<file path="src/rtl/cpu_sequencer_if.sv">
// Instruction-memory and datapath bus between the sequencer and its neighbours.
//   imem_addr / imem_rd_en : sequencer -> instruction memory (synchronous read)
//   imem_rdata             : instruction memory -> sequencer, valid the cycle after imem_rd_en
//   instr / instr_valid    : sequencer -> datapath, one-cycle issue strobe
//   result                 : datapath -> sequencer, combinational ALU result for instr
interface cpu_sequencer_if #(
    parameter int unsigned PC_WIDTH = 4
) ();
    logic [PC_WIDTH-1:0] imem_addr;
    logic                imem_rd_en;
    logic [7:0]          imem_rdata;
    logic [7:0]          instr;
    logic                instr_valid;
    logic [7:0]          result;

    // Sequencer side
    modport master (
        output imem_addr,
        output imem_rd_en,
        input  imem_rdata,
        output instr,
        output instr_valid,
        input  result
    );

    // Memory / datapath side
    modport slave (
        input  imem_addr,
        input  imem_rd_en,
        output imem_rdata,
        input  instr,
        input  instr_valid,
        output result
    );
endinterface

</file>
<file path="src/rtl/cpu_sequencer.sv">
// Multi-cycle fetch/decode/execute sequencer for the 8-bit CPU datapath.
// Walks pc through a synchronous instruction memory, issues one instruction at a
// time with a one-cycle instr_valid strobe, captures the ALU result, and handles
// HALT and JUMP internally.
// Ports:
//   clk, reset           : clock, asynchronous active-high reset
//   start, abort         : begin a run at pc 0 / force IDLE (abort wins)
//   bus (master)         : imem_addr, imem_rd_en, imem_rdata, instr, instr_valid, result
//   last_result          : result captured at the end of the latest EXEC
//   pc, instr_count      : program counter, issued-instruction count for this run
//   busy, done, timeout  : status (FETCH/DECODE/EXEC, DONE, budget exhausted)
module cpu_sequencer #(
    parameter int unsigned PC_WIDTH  = 4,
    parameter int unsigned MAX_INSTR = 200,
    parameter logic [3:0]  HALT_OP   = 4'hF,
    parameter logic [3:0]  JUMP_OP   = 4'hE
) (
    input  logic                clk,
    input  logic                reset,
    input  logic                start,
    input  logic                abort,
    cpu_sequencer_if.master     bus,
    output logic [7:0]          last_result,
    output logic [PC_WIDTH-1:0] pc,
    output logic [7:0]          instr_count,
    output logic                busy,
    output logic                done,
    output logic                timeout
);

    localparam logic [2:0] S_IDLE   = 3'd0;
    localparam logic [2:0] S_FETCH  = 3'd1;
    localparam logic [2:0] S_DECODE = 3'd2;
    localparam logic [2:0] S_EXEC   = 3'd3;
    localparam logic [2:0] S_DONE   = 3'd4;

    localparam logic [7:0] MAX_COUNT = 8'(MAX_INSTR);

    logic [2:0]          state;
    logic [2:0]          state_nxt;
    logic [PC_WIDTH-1:0] pc_nxt;
    logic [7:0]          count_nxt;
    logic [7:0]          count_inc;
    logic [7:0]          last_result_nxt;
    logic [7:0]          ir;
    logic [7:0]          ir_nxt;
    logic                timeout_nxt;
    logic [3:0]          opcode;
    logic                instr_valid_q;
    logic                imem_rd_en_q;

    assign opcode    = bus.imem_rdata[7:4];
    assign count_inc = instr_count + 8'd1;

    // Memory address is the program counter itself; instr is forced to 0 off-strobe.
    assign bus.imem_addr   = pc;
    assign bus.imem_rd_en  = imem_rd_en_q;
    assign bus.instr_valid = instr_valid_q;
    assign bus.instr       = instr_valid_q ? ir : 8'h00;

    // Next-state and next-value logic.
    always_comb begin
        state_nxt       = state;
        pc_nxt          = pc;
        count_nxt       = instr_count;
        last_result_nxt = last_result;
        ir_nxt          = ir;
        timeout_nxt     = timeout;

        case (state)
            S_IDLE, S_DONE: begin
                if (start) begin
                    pc_nxt      = '0;
                    count_nxt   = 8'd0;
                    timeout_nxt = 1'b0;
                    state_nxt   = S_FETCH;
                end
            end
            S_FETCH: begin
                state_nxt = S_DECODE;
            end
            S_DECODE: begin
                if (opcode == HALT_OP) begin
                    // pc stays on the HALT word
                    timeout_nxt = 1'b0;
                    state_nxt   = S_DONE;
                end else if (opcode == JUMP_OP) begin
                    pc_nxt    = bus.imem_rdata[PC_WIDTH-1:0];
                    state_nxt = S_FETCH;
                end else begin
                    ir_nxt    = bus.imem_rdata;
                    state_nxt = S_EXEC;
                end
            end
            S_EXEC: begin
                last_result_nxt = bus.result;
                count_nxt       = count_inc;
                pc_nxt          = PC_WIDTH'(pc + 1'b1);
                if (count_inc == MAX_COUNT) begin
                    timeout_nxt = 1'b1;
                    state_nxt   = S_DONE;
                end else begin
                    state_nxt = S_FETCH;
                end
            end
            default: begin
                state_nxt = S_IDLE;
            end
        endcase

        // Abort overrides everything: go idle, keep the architectural values.
        if (abort) begin
            state_nxt       = S_IDLE;
            pc_nxt          = pc;
            count_nxt       = instr_count;
            last_result_nxt = last_result;
            ir_nxt          = ir;
            timeout_nxt     = 1'b0;
        end
    end

    // State and datapath registers; status outputs are registered from the next state
    // so they line up exactly with the state they describe.
    always_ff @(posedge clk or posedge reset) begin
        if (reset) begin
            state         <= S_IDLE;
            pc            <= '0;
            instr_count   <= 8'd0;
            last_result   <= 8'd0;
            ir            <= 8'd0;
            timeout       <= 1'b0;
            busy          <= 1'b0;
            done          <= 1'b0;
            instr_valid_q <= 1'b0;
            imem_rd_en_q  <= 1'b0;
        end else begin
            state         <= state_nxt;
            pc            <= pc_nxt;
            instr_count   <= count_nxt;
            last_result   <= last_result_nxt;
            ir            <= ir_nxt;
            timeout       <= timeout_nxt;
            busy          <= (state_nxt == S_FETCH) || (state_nxt == S_DECODE) ||
                             (state_nxt == S_EXEC);
            done          <= (state_nxt == S_DONE);
            instr_valid_q <= (state_nxt == S_EXEC);
            imem_rd_en_q  <= (state_nxt == S_FETCH);
        end
    end

endmodule

</file>
<file path="src/flat_wrapper.sv">
// flat-port wrapper written by rule: the top's interface ports become plain ports
module cpu_sequencer_flat 
#(
    parameter int unsigned PC_WIDTH  = 4,
    parameter int unsigned MAX_INSTR = 200,
    parameter logic [3:0]  HALT_OP   = 4'hF,
    parameter logic [3:0]  JUMP_OP   = 4'hE
)
  (clk, reset, start, abort, last_result, pc, instr_count, busy, done, timeout, bus_imem_addr, bus_imem_rd_en, bus_imem_rdata, bus_instr, bus_instr_valid, bus_result);
  cpu_sequencer_if #(.PC_WIDTH(PC_WIDTH)) bus_i ();
  input  logic clk;
  input  logic reset;
  input  logic start;
  input  logic abort;
  output logic [7:0] last_result;
  output logic [PC_WIDTH-1:0] pc;
  output logic [7:0] instr_count;
  output logic busy;
  output logic done;
  output logic timeout;
  output wire logic [$bits(bus_i.imem_addr)-1:0] bus_imem_addr;
  output wire logic [$bits(bus_i.imem_rd_en)-1:0] bus_imem_rd_en;
  input wire logic [$bits(bus_i.imem_rdata)-1:0] bus_imem_rdata;
  output wire logic [$bits(bus_i.instr)-1:0] bus_instr;
  output wire logic [$bits(bus_i.instr_valid)-1:0] bus_instr_valid;
  input wire logic [$bits(bus_i.result)-1:0] bus_result;
  assign bus_imem_addr = bus_i.imem_addr;
  assign bus_imem_rd_en = bus_i.imem_rd_en;
  assign bus_i.imem_rdata = bus_imem_rdata;
  assign bus_instr = bus_i.instr;
  assign bus_instr_valid = bus_i.instr_valid;
  assign bus_i.result = bus_result;
  cpu_sequencer #(.PC_WIDTH(PC_WIDTH), .MAX_INSTR(MAX_INSTR), .HALT_OP(HALT_OP), .JUMP_OP(JUMP_OP)) u_core (.clk(clk), .reset(reset), .start(start), .abort(abort), .bus(bus_i), .last_result(last_result), .pc(pc), .instr_count(instr_count), .busy(busy), .done(done), .timeout(timeout));
endmodule
</file>
<file path="config.mk">
export PLATFORM = sky130hd
export DESIGN_NAME = cpu_sequencer_flat
export DESIGN_NICKNAME = d
export VERILOG_FILES = /design/src/rtl/cpu_sequencer_if.sv /design/src/rtl/cpu_sequencer.sv /design/src/flat_wrapper.sv
export SDC_FILE = /design/constraint.sdc
export NUM_CORES = 1
export LEC_CHECK = 0
export BUFFER_PORTS_ARGS = -buffer_cell sky130_fd_sc_hd__buf_2
export CORE_ASPECT_RATIO = 0.5
export CORE_UTILIZATION = 45
export CTS_CLUSTER_SIZE = 8
export DETAILED_ROUTE_END_ITERATION = 16
export PLACE_DENSITY_LB_ADDON = 0.3
export SYNTH_ARGS = -nofsm -noshare
export SYNTH_HDL_FRONTEND = slang
export SYNTH_SLANG_ARGS = --single-unit
</file>
<file path="constraint.sdc">
create_clock -name clk -period 1.6 [get_ports clk]
set_input_delay 0.24 -clock clk [delete_from_list [all_inputs] [get_ports clk]]
set_output_delay 0.24 -clock clk [all_outputs]
set_load 0.01 [all_outputs]
</file>
==> impl_metrics.env, run 1 <==
export IMPL_status="finished, violations left"
export IMPL_violations="setup timing"
export IMPL_fin_skew_ns=0.00902
export IMPL_setup_viol=1
export IMPL_drv_cap=0
export IMPL_worstPathArrival_ns=1.80
export IMPL_cts_buffers=5
export IMPL_path_cells="ha_2, nand4_1, or3_4, or2_4, a311oi_2"
export IMPL_dieArea_mm2=0.00420
export IMPL_reg2reg_depth=5
export IMPL_grt_overflow=0
export IMPL_fillCellCount=333
export IMPL_clock_latency_ns=0.30
export IMPL_end_kind="register"
export IMPL_remaining_drc_errors=0
export IMPL_required_ns=1.79
export IMPL_synth_nets=200
export IMPL_cp_startpoint="u_core.instr_count[1]$_DFFE_PP0P_"
export IMPL_synth_xor_area_share_pct=0.495
export IMPL_via_per_inst=5.15
export IMPL_synth_edf_count=0
export IMPL_hold_viol=0
export IMPL_crit_family="simple AND/OR/NAND/NOR gates"
export IMPL_peakVddDrop_mv=0.668
export IMPL_p_per_area_mw_per_mm2=1160
export IMPL_crit_cells=5
export IMPL_dp_hpwl_um=2900
export IMPL_critPathCapture="u_core.done$_DFF_PP0_"
export IMPL_fin_util_pct=66.3
export IMPL_synthAdderAreaFrac_pct=1.41
export IMPL_synth_compound_area_share_pct=11.7
export IMPL_crit_path_top_delay_cell="dfrtp_1"
export IMPL_use_met2_pct=36.4
export IMPL_die_w_um=90.7
export IMPL_grt_util_met1_pct=27.8
export IMPL_grt_setup_unrepaired="true"
export IMPL_track_usage_pct=21.9
export IMPL_fin_crit_sh_pct=101
export IMPL_synth_cell_types=42
export IMPL_grt_pass1_wl_um=6860
export IMPL_ys_warn_count=0
export IMPL_synth_async_reset_ratio_pct=100
export IMPL_synth_top_family_by_area="simple AND/OR/NAND/NOR gates"
export IMPL_yosysSeqAreaShare_pct=50.9
export IMPL_critPathBufInv=0
export IMPL_r2r_end="u_core.done$_DFF_PP0_"
export IMPL_setup_ws_ns=-0.00955
export IMPL_relSlewSlack_pct=69.2
export IMPL_portBuffers=56
export IMPL_ys_ff_latch=36
export IMPL_antenna_cells=0
export IMPL_die_h_um=46.4
export IMPL_drt_initial_drc_count=43
export IMPL_fmax_mhz=621
export IMPL_grt_busiest_layer="met2"
export IMPL_routed_wl_um=4130
export IMPL_fin_nets=274
export IMPL_final_cells=304
export IMPL_grt_max_degree=37
export IMPL_drv_slew=0
export IMPL_wl_per_cell_um=13.6
export IMPL_routed_via_count=1567
export IMPL_holdWs_ns=0.0434
export IMPL_avgSynthCellArea_um2=9.95
export IMPL_cts_tree="yes"
export IMPL_netlist_instances=178
export IMPL_synth_ff_type="dfrtp_1"
export IMPL_netlist_top_cells_area="dfrtp_1 (51%), nand2_1 (8.1%), mux2_2 (5.1%)"
export IMPL_clk_pin_slew_ns=0.08
export IMPL_dr_pass1_iters=4
export IMPL_tightestPinTransition_ns=0.461
export IMPL_rows=15
export IMPL_hp_class="in -> async"
export IMPL_place_congestion=0.913
export IMPL_ant_nets=0
export IMPL_cpPeakStageDelay_ns=0.35
export IMPL_cts_root_buffer="clkbuf_8"
export IMPL_rrSetupSlack_ns=-0.01
export IMPL_fin_setup_tns_ns=-0.00955
export IMPL_clock_sinks=36
export IMPL_yosysTopAreaCell="dfrtp_1"
export IMPL_synth_simple_area_share_pct=23.5
export IMPL_path_class="reg -> reg"
export IMPL_grt_pass1_vias=1453
export IMPL_io_pins=57
export IMPL_syn2layout_area_growth_pct=34.8
export IMPL_htree_levels=2
export IMPL_critPathMaxFanout=3
export IMPL_fp_coreArea_mm2=0.00360
export IMPL_r2r_start="u_core.instr_count[1]$_DFFE_PP0P_"
export IMPL_antenna_found_initial=0
export IMPL_synth_mux_area_share_pct=7.35
export IMPL_hold_buffers=0
export IMPL_synth_area_mm2=0.00177
export IMPL_grt_met3_usage_pct=6.93
export IMPL_worstSetupStartpointType="register"
export IMPL_clk_path_buf_depth=2
export IMPL_start_util_pct=49.1
export IMPL_synth_top_cell_area_share_pct=50.9
export IMPL_drive_above_1_share_pct=42.7
export IMPL_dp_cells=291
export IMPL_leakagePower_nw=1.28
export IMPL_final_min_clock_period_ns=1.61
-- kinds of logic after synthesis --
family | count (synthesis)
AOI/OAI and AO/OA | 30
xor gates and xnor gates | 1
adders and majority gates | 2
buffers and inverters | 15
DFF | 36
muxes | 12
and+or+nand+nor | 82
-- sequential cells by signal, summed over array words and instances (netlist names) --
| signal | count |
|---|---|
| u_core.timeout | 1 |
| u_core.instr_count | 8 |
| u_core.bus.imem_rd_en | 1 |
| u_core.bus.imem_addr | 4 |
| u_core.state | 3 |
| u_core.ir | 8 |
| u_core.last_result | 8 |
| u_core.done | 1 |
| u_core.busy | 1 |
| u_core.bus.instr_valid | 1 |
-- where the power goes --
| group | internal (mW) | leakage (nW) | switching, mW | total [mW] |
|---|---|---|---|---|
| Sequential | 1.13 | 0.470 | 0.121 | 1.25 |
| Combinational | 0.317 | 0.743 | 0.321 | 0.638 |
| Clock | 0.550 | 0.0645 | 0.330 | 0.880 |
-- metal layers --
metal  wire, um  vias up
met3        194        7
met1       2020      763
met2       1850       35
met4         63        0
li1           -      762
met5          0        -
-- cells in the final DEF (no fill, tap or decap), types with 3 or more instances in the layout --
cell,instances
o21ai_0,8
mux2_2,8
inv_1,4
buf_4,20
nor2_1,10
buf_2,56
mux2i_1,4
nand4_1,4
dfrtp_1,34
o21ai_2,3
clkbuf_8,7
and3_1,5
nand3_1,4
nand2_1,37
and2_1,10
-- what timing repair did --
item / in CTS / in global routing
hold endpoints to repair: 0 / 0
pin swaps: 1 / 8
gates resized for setup: 4 / 12
endpoints found under the setup margin: 4 / 19
buffers inserted: 1 / 4
-- worst min path at each step --
stage / start / endpoint / slack, ns / cells past startpoint
6_report: reset / u_core.busy$_DFF_PP0_ / 0.04 / 3
5_1_grt: reset / u_core.last_result[1]$_DFFE_PP0P_ / 0.08 / 3
4_1_cts: reset / u_core.last_result[2]$_DFFE_PP0P_ / 0.05 / 3
3_5_place_dp: reset / u_core.last_result[1]$_DFFE_PP0P_ / 0.37 / 3
3_3_place_gp: reset / u_core.timeout$_DFFE_PP0P_ / 0.37 / 3
2_1_floorplan: bus_result[0] / u_core.last_result[0]$_DFFE_PP0P_ / 0.35 / 2
-- area by class of cell --
cell class	count	area, um^2	share of cell area [%]
Clock inverter	1	30.0	1.26
Multi-Input combinational cell	127	831	34.8
Inverter	5	21.3	0.891
Sequential cell	36	903	37.8
Tap cell	51	63.8	2.67
Clock buffer	7	96.3	4.04
Timing Repair Buffer	77	442	18.5
-- cells in the mapped netlist, types with 4 or more instances --
library cell	n
nand4_1	4
and2_1	10
mux2_2	8
inv_1	4
buf_4	4
o21ai_0	13
mux2i_1	4
nor2_1	10
dfrtp_1	36
nand3_1	4
and3_1	5
nand2_1	38
-- worst min-delay path: stages --
cell,delay (ns)
buf_2,0.10
inv_1,0.04
buf_4,0.40
-- per-stage QoR --
stage	area [um^2]	power, mW	setup slack, ns
finish	2390	2.77	-0.00955
global route	2390	2.95	-0.0806
CTS	2340	2.77	-0.00821
detailed placement	2170	1.87	-0.0931
global placement	2170	1.84	-0.0185
floorplan	1770	1.63	-0.0825
Power figures use the tool's default switching activity.
==> run 2, diff against run 1 <==
CORE_UTILIZATION = 30   (was 45)
PLACE_DENSITY = 0.59   (was default)
PLACE_DENSITY_LB_ADDON = default   (was 0.3)
clock period = 1.9 ns   (was 1.6 ns; I/O delays follow)
==> run 2 against run 1 <==
Effect of this change: the flow now finishes without violations; final cell count up 2.0%; critical path depth down 1; via count down 6.1%; worst hold slack better by 0.064 ns; clock power down 7.6%; utilization down 26 points; flip-flop and latch count unchanged; die area up 48%; register-to-register slack better by 0.13 ns; count of clock-buffer cells in the layout down 1.
==> impl_metrics.env, run 2 (same netlist as run 1, synthesis figures left out) <==
export IMPL_status="finished clean"
export IMPL_path_class="reg -> reg"
export IMPL_worstPathArrival_ns=1.93
export IMPL_rows=19
export IMPL_fillCellCount=565
export IMPL_peakVddDrop_mv=0.412
export IMPL_cts_tree="yes"
export IMPL_dp_cells=302
export IMPL_place_congestion=0.804
export IMPL_grt_setup_unrepaired="false"
export IMPL_tightestPinTransition_ns=0.557
export IMPL_grt_max_degree=37
export IMPL_relSlewSlack_pct=62.9
export IMPL_routed_wl_um=4130
export IMPL_reg_largest_list="u_core.instr_count x8, u_core.ir x8, u_core.last_result x8"
export IMPL_total_power_mw=2.35
export IMPL_grt_pass1_wl_um=6780
export IMPL_pre_cts_slack_ns=0.151
export IMPL_ant_nets=0
export IMPL_clock_latency_ns=0.28
export IMPL_htree_levels=2
export IMPL_post_cts_setup_buffers=0
export IMPL_worstSetupStartpointType="register"
export IMPL_track_usage_pct=13.8
export IMPL_final_common_cell="buf_2"
export IMPL_portBuffers=56
export IMPL_io_pins=57
export IMPL_final_cells=310
export IMPL_dieArea_mm2=0.00623
export IMPL_die_h_um=56.3
export IMPL_postPlaceCellArea_mm2=0.00212
export IMPL_drive_above_1_share_pct=35.0
export IMPL_die_w_um=111
export IMPL_required_ns=2.05
export IMPL_clk_pin_slew_ns=0.05
export IMPL_grt_pass1_vias=1405
export IMPL_grt_overflow=0
export IMPL_stdcell_area_mm2=0.00227
export IMPL_fin_skew_ns=0.00348
export IMPL_dp_hpwl_um=3020
export IMPL_routed_via_count=1471
export IMPL_setup_ws_ns=0.122
export IMPL_syn2layout_area_growth_pct=28.0
export IMPL_drv_slew=0
export IMPL_end_kind="register"
export IMPL_p_per_area_mw_per_mm2=1040
export IMPL_hold_buffers=0
export IMPL_dr_pass1_iters=4
export IMPL_antenna_cells=0
export IMPL_leakagePower_nw=1.20
export IMPL_wl_per_cell_um=13.3
export IMPL_clock_sinks=36
export IMPL_fp_coreArea_mm2=0.00559
export IMPL_remaining_drc_errors=0
export IMPL_drv_cap=0
export IMPL_via_per_inst=4.75
export IMPL_drt_initial_drc_count=68
export IMPL_cts_root_buffer="clkbuf_16"
export IMPL_critPathMaxFanout=12
export IMPL_final_cell_mix="buf_2 (56), nand2_1 (38), dfrtp_1 (36)"
export IMPL_fin_setup_tns_ns=0
export IMPL_fmax_mhz=562
export IMPL_hp_class="in -> async"
export IMPL_hold_viol=0
export IMPL_final_min_clock_period_ns=1.78
export IMPL_fin_crit_sh_pct=93.6
export IMPL_start_util_pct=31.7
export IMPL_setup_viol=0
export IMPL_clk_path_buf_depth=2
export IMPL_ctsResizeCount=0
export IMPL_cts_buffers=5
export IMPL_antenna_found_initial=0
export IMPL_fin_nets=258
==> run 2: worst paths after layout <==
| kind | startpoint | to | slack (ns) | cells after the start |
|---|---|---|---|---|
| max in group asynchronous | reset | u_core.busy$_DFF_PP0_ | 1.46 | 3 |
| worst min register to register | u_core.last_result[6]$_DFFE_PP0P_ | u_core.last_result[6]$_DFFE_PP0P_ | 0.47 | 2 |
| worst max-delay path | u_core.state[0]$_DFF_PP0_ | u_core.busy$_DFF_PP0_ | 0.12 | 4 |
| min in group clk | bus_result[1] | u_core.last_result[1]$_DFFE_PP0P_ | 0.20 | 3 |
| worst min-delay path | reset | u_core.last_result[2]$_DFFE_PP0P_ | 0.11 | 3 |
| worst max register to register | u_core.state[0]$_DFF_PP0_ | u_core.busy$_DFF_PP0_ | 0.12 | 4 |
==> run 2: metal layers <==
metal / part of all wire [%] / global-route usage [%] / vias to the layer above
li1: - / - / 737
met1: 51 / 19.3 / 702
met2: 45 / 20.7 / 24
met3: 3.0 / 3.89 / 8
met4: 1.3 / 4.76 / 0
met5: 0 / 0 / -
==> run 2: cell type report <==
class	count	area, um^2	share of cell area [%]
sequential	36	901	39.8
timing repair buffer	61	318	14.0
inverter	5	21.3	0.939
clock inverter	2	10.0	0.442
multi-input combinational	127	786	34.7
tap	73	91.3	4.03
clock buffer	6	139	6.13
==> run 2: worst max-delay path, stage by stage, from the launching register on <==
cell and delay (ns):
dfrtp_1 0.62, inv_4 0.10, or3_4 0.40, o211ai_2 0.18
or3b_1 0.36
==> run 2: report_power, final <==
part | switching [mW] | internal [mW] | leakage, nW
Combinational | 0.251 | 0.233 | 0.651
Sequential | 0.105 | 0.950 | 0.473
Clock | 0.297 | 0.516 | 0.0766
Total | 0.653 | 1.70 | 1.20
==> run 2: through the flow <==
stage                     hold WS, ns  utilization, %
after floorplan                 0.390               -
after global placement          0.422            37.9
after detailed placement        0.426            37.9
after CTS                       0.128            40.6
after global routing            0.164            40.6
final                           0.107            40.6
==> run 3, diff against run 2 <==
CORE_UTILIZATION = 54   (was 30)
PLACE_DENSITY = 0.91   (was 0.59)
==> run 3 against run 2 <==
Effect of this change: clock skew is 0.0011 ns higher; flip-flop and latch count stayed put; register-to-register slack worse by 0.03 ns; global-route usage rose by 11 points; non-clock buffer count up 1; sequential share of layout area rose by 1.3 points; wire length decreased by 1.7%; via count rose by 6.2%; maximum frequency is 1.4% lower; final cell count is 10% lower; count of clock-buffer cells in the layout decreased by 1; highest routed layer unchanged.
==> impl_metrics.env, run 3 (same netlist as run 1, synthesis figures left out) <==
export IMPL_cts_buffers=5
export IMPL_rows=14
export IMPL_critPathBufInv=0
export IMPL_post_cts_setup_buffers=0
export IMPL_grt_pass1_wl_um=6780
export IMPL_fmax_mhz=554
export IMPL_drv_slew=0
export IMPL_cts_root_buffer="clkbuf_8"
export IMPL_fin_crit_sh_pct=94.9
export IMPL_htree_levels=2
export IMPL_setup_viol=0
export IMPL_remaining_drc_errors=0
export IMPL_clk_path_buf_depth=2
export IMPL_fin_skew_ns=0.00458
export IMPL_antenna_cells=0
export IMPL_worstPathArrival_ns=1.98
export IMPL_r2r_start="u_core.instr_count[0]$_DFFE_PP0P_"
export IMPL_reg2reg_depth=5
export IMPL_cpPeakStageDelay_ns=0.43
export IMPL_fin_nets=259
export IMPL_via_per_inst=5.62
export IMPL_relSlewSlack_pct=65.1
export IMPL_cts_tree="yes"
export IMPL_dieArea_mm2=0.00353
export IMPL_clock_latency_ns=0.29
export IMPL_grt_max_degree=37
export IMPL_syn2layout_area_growth_pct=24.0
export IMPL_path_class="reg -> reg"
export IMPL_peakVddDrop_mv=0.605
export IMPL_required_ns=2.07
export IMPL_portBuffers=56
export IMPL_grt_overflow=0
export IMPL_ctsResizeCount=0
export IMPL_drv_cap=0
export IMPL_power_switching_uw=651
export IMPL_start_util_pct=57.8
export IMPL_hold_viol=0
export IMPL_end_kind="register"
export IMPL_p_clk_share_pct=30.6
export IMPL_final_cell_mix="buf_2 (56), nand2_1 (38), dfrtp_1 (36)"
export IMPL_dr_pass1_iters=4
export IMPL_combPwrFrac_pct=22.0
export IMPL_worstSetupStartpointType="register"
export IMPL_r2r_end="u_core.busy$_DFF_PP0_"
export IMPL_hp_class="in -> async"
export IMPL_tightestPinTransition_ns=0.524
export IMPL_fillCellCount=218
export IMPL_final_min_clock_period_ns=1.80
export IMPL_die_h_um=42.5
export IMPL_p_int_mw=1.57
export IMPL_routed_wl_um=4060
export IMPL_fp_coreArea_mm2=0.00307
export IMPL_wl_per_cell_um=14.6
export IMPL_swShare_pct=29.3
export IMPL_final_common_cell="buf_2"
export IMPL_grt_setup_unrepaired="false"
export IMPL_clk_pin_slew_ns=0.08
export IMPL_grt_pass1_vias=1457
export IMPL_clock_sinks=36
export IMPL_drt_initial_drc_count=124
export IMPL_reg_largest_list="u_core.instr_count x8, u_core.ir x8, u_core.last_result x8"
export IMPL_antenna_found_initial=0
export IMPL_routed_via_count=1562
export IMPL_leakagePower_nw=1.18
export IMPL_status="finished clean"
export IMPL_drive_above_1_share_pct=35.3
export IMPL_crit_family="simple AND/OR/NAND/NOR gates"
export IMPL_dp_hpwl_um=2840
export IMPL_crit_path_top_delay_cell="dfrtp_1"
export IMPL_critPathMaxFanout=6
export IMPL_fin_setup_tns_ns=0
export IMPL_pwr_share_seq_pct=47.4
export IMPL_track_usage_pct=24.9
export IMPL_place_congestion=0.873
export IMPL_total_power_mw=2.22
export IMPL_die_w_um=83.0
export IMPL_p_per_area_mw_per_mm2=1010
export IMPL_hold_buffers=0
export IMPL_io_pins=57
export IMPL_rrSetupSlack_ns=0.1
export IMPL_ant_nets=0
export IMPL_path_cells="ha_1, nand4_1, or3_4, o211ai_2, or3b_1"
-- run 3: power groups by stage --
stage | registers (mW) | clock network [mW] | logic (mW)
2_1_floorplan | 1.09 | 0 | 0.283
3_3_place_gp | 1.06 | 0 | 0.473
3_5_place_dp | 1.07 | 0 | 0.493
4_1_cts | 1.06 | 0.686 | 0.494
5_1_grt | 1.08 | 0.716 | 0.542
6_report | 1.05 | 0.681 | 0.490
-- run 3: how the worst max path moves through the flow --
| stage | from | end | slack (ns) | cells after the start |
|---|---|---|---|---|
| floorplan | u_core.instr_count[0]$_DFFE_PP0P_ | u_core.busy$_DFF_PP0_ | 0.22 | 5 |
| global placement | u_core.instr_count[0]$_DFFE_PP0P_ | u_core.busy$_DFF_PP0_ | 0.24 | 5 |
| detailed placement | u_core.instr_count[0]$_DFFE_PP0P_ | u_core.busy$_DFF_PP0_ | 0.13 | 5 |
| CTS | u_core.instr_count[0]$_DFFE_PP0P_ | u_core.busy$_DFF_PP0_ | 0.09 | 5 |
| global route | u_core.instr_count[0]$_DFFE_PP0P_ | u_core.busy$_DFF_PP0_ | 0.004 | 5 |
| finish | u_core.instr_count[0]$_DFFE_PP0P_ | u_core.busy$_DFF_PP0_ | 0.1 | 5 |
-- run 3: metrics by stage --
stage | hold slack, ns | setup slack (ns) | instances | util, % | area (um^2)
floorplan | 0.390 | 0.216 | 178 | - | 1770
global placement | 0.402 | 0.241 | 270 | 68.0 | 2080
detailed placement | 0.417 | 0.129 | 270 | 68.0 | 2080
CTS | 0.110 | 0.0923 | 278 | 71.6 | 2190
global route | 0.142 | 0.00406 | 278 | 71.6 | 2190
finish | 0.0899 | 0.0961 | 278 | 71.6 | 2190
-- run 3: cell type report --
type / instances / area (um^2) / area share [%]
clock inverter: 3 / 42.5 / 1.94
multi-input combinational: 127 / 786 / 35.8
inverter: 5 / 21.3 / 0.969
tap: 40 / 50.0 / 2.28
timing repair buffer: 62 / 325 / 14.8
clock buffer: 5 / 68.8 / 3.14
sequential: 36 / 901 / 41.0
-- run 3: layer usage --
metal | share of wire (%) | vias up | track usage, %
met5 | 0 | - | 0
met4 | 0.20 | 0 | 8.62
met3 | 5.7 | 2 | 5.71
met2 | 49 | 56 | 43.0
met1 | 45 | 769 | 31.6
li1 | - | 735 | -
-- run 3: worst register-to-register path: stages (launching register included) --
cell and delay [ns]:
dfrtp_1 0.43, ha_1 0.25, nand4_1 0.09, or3_4 0.34, o211ai_2 0.20, or3b_1 0.38
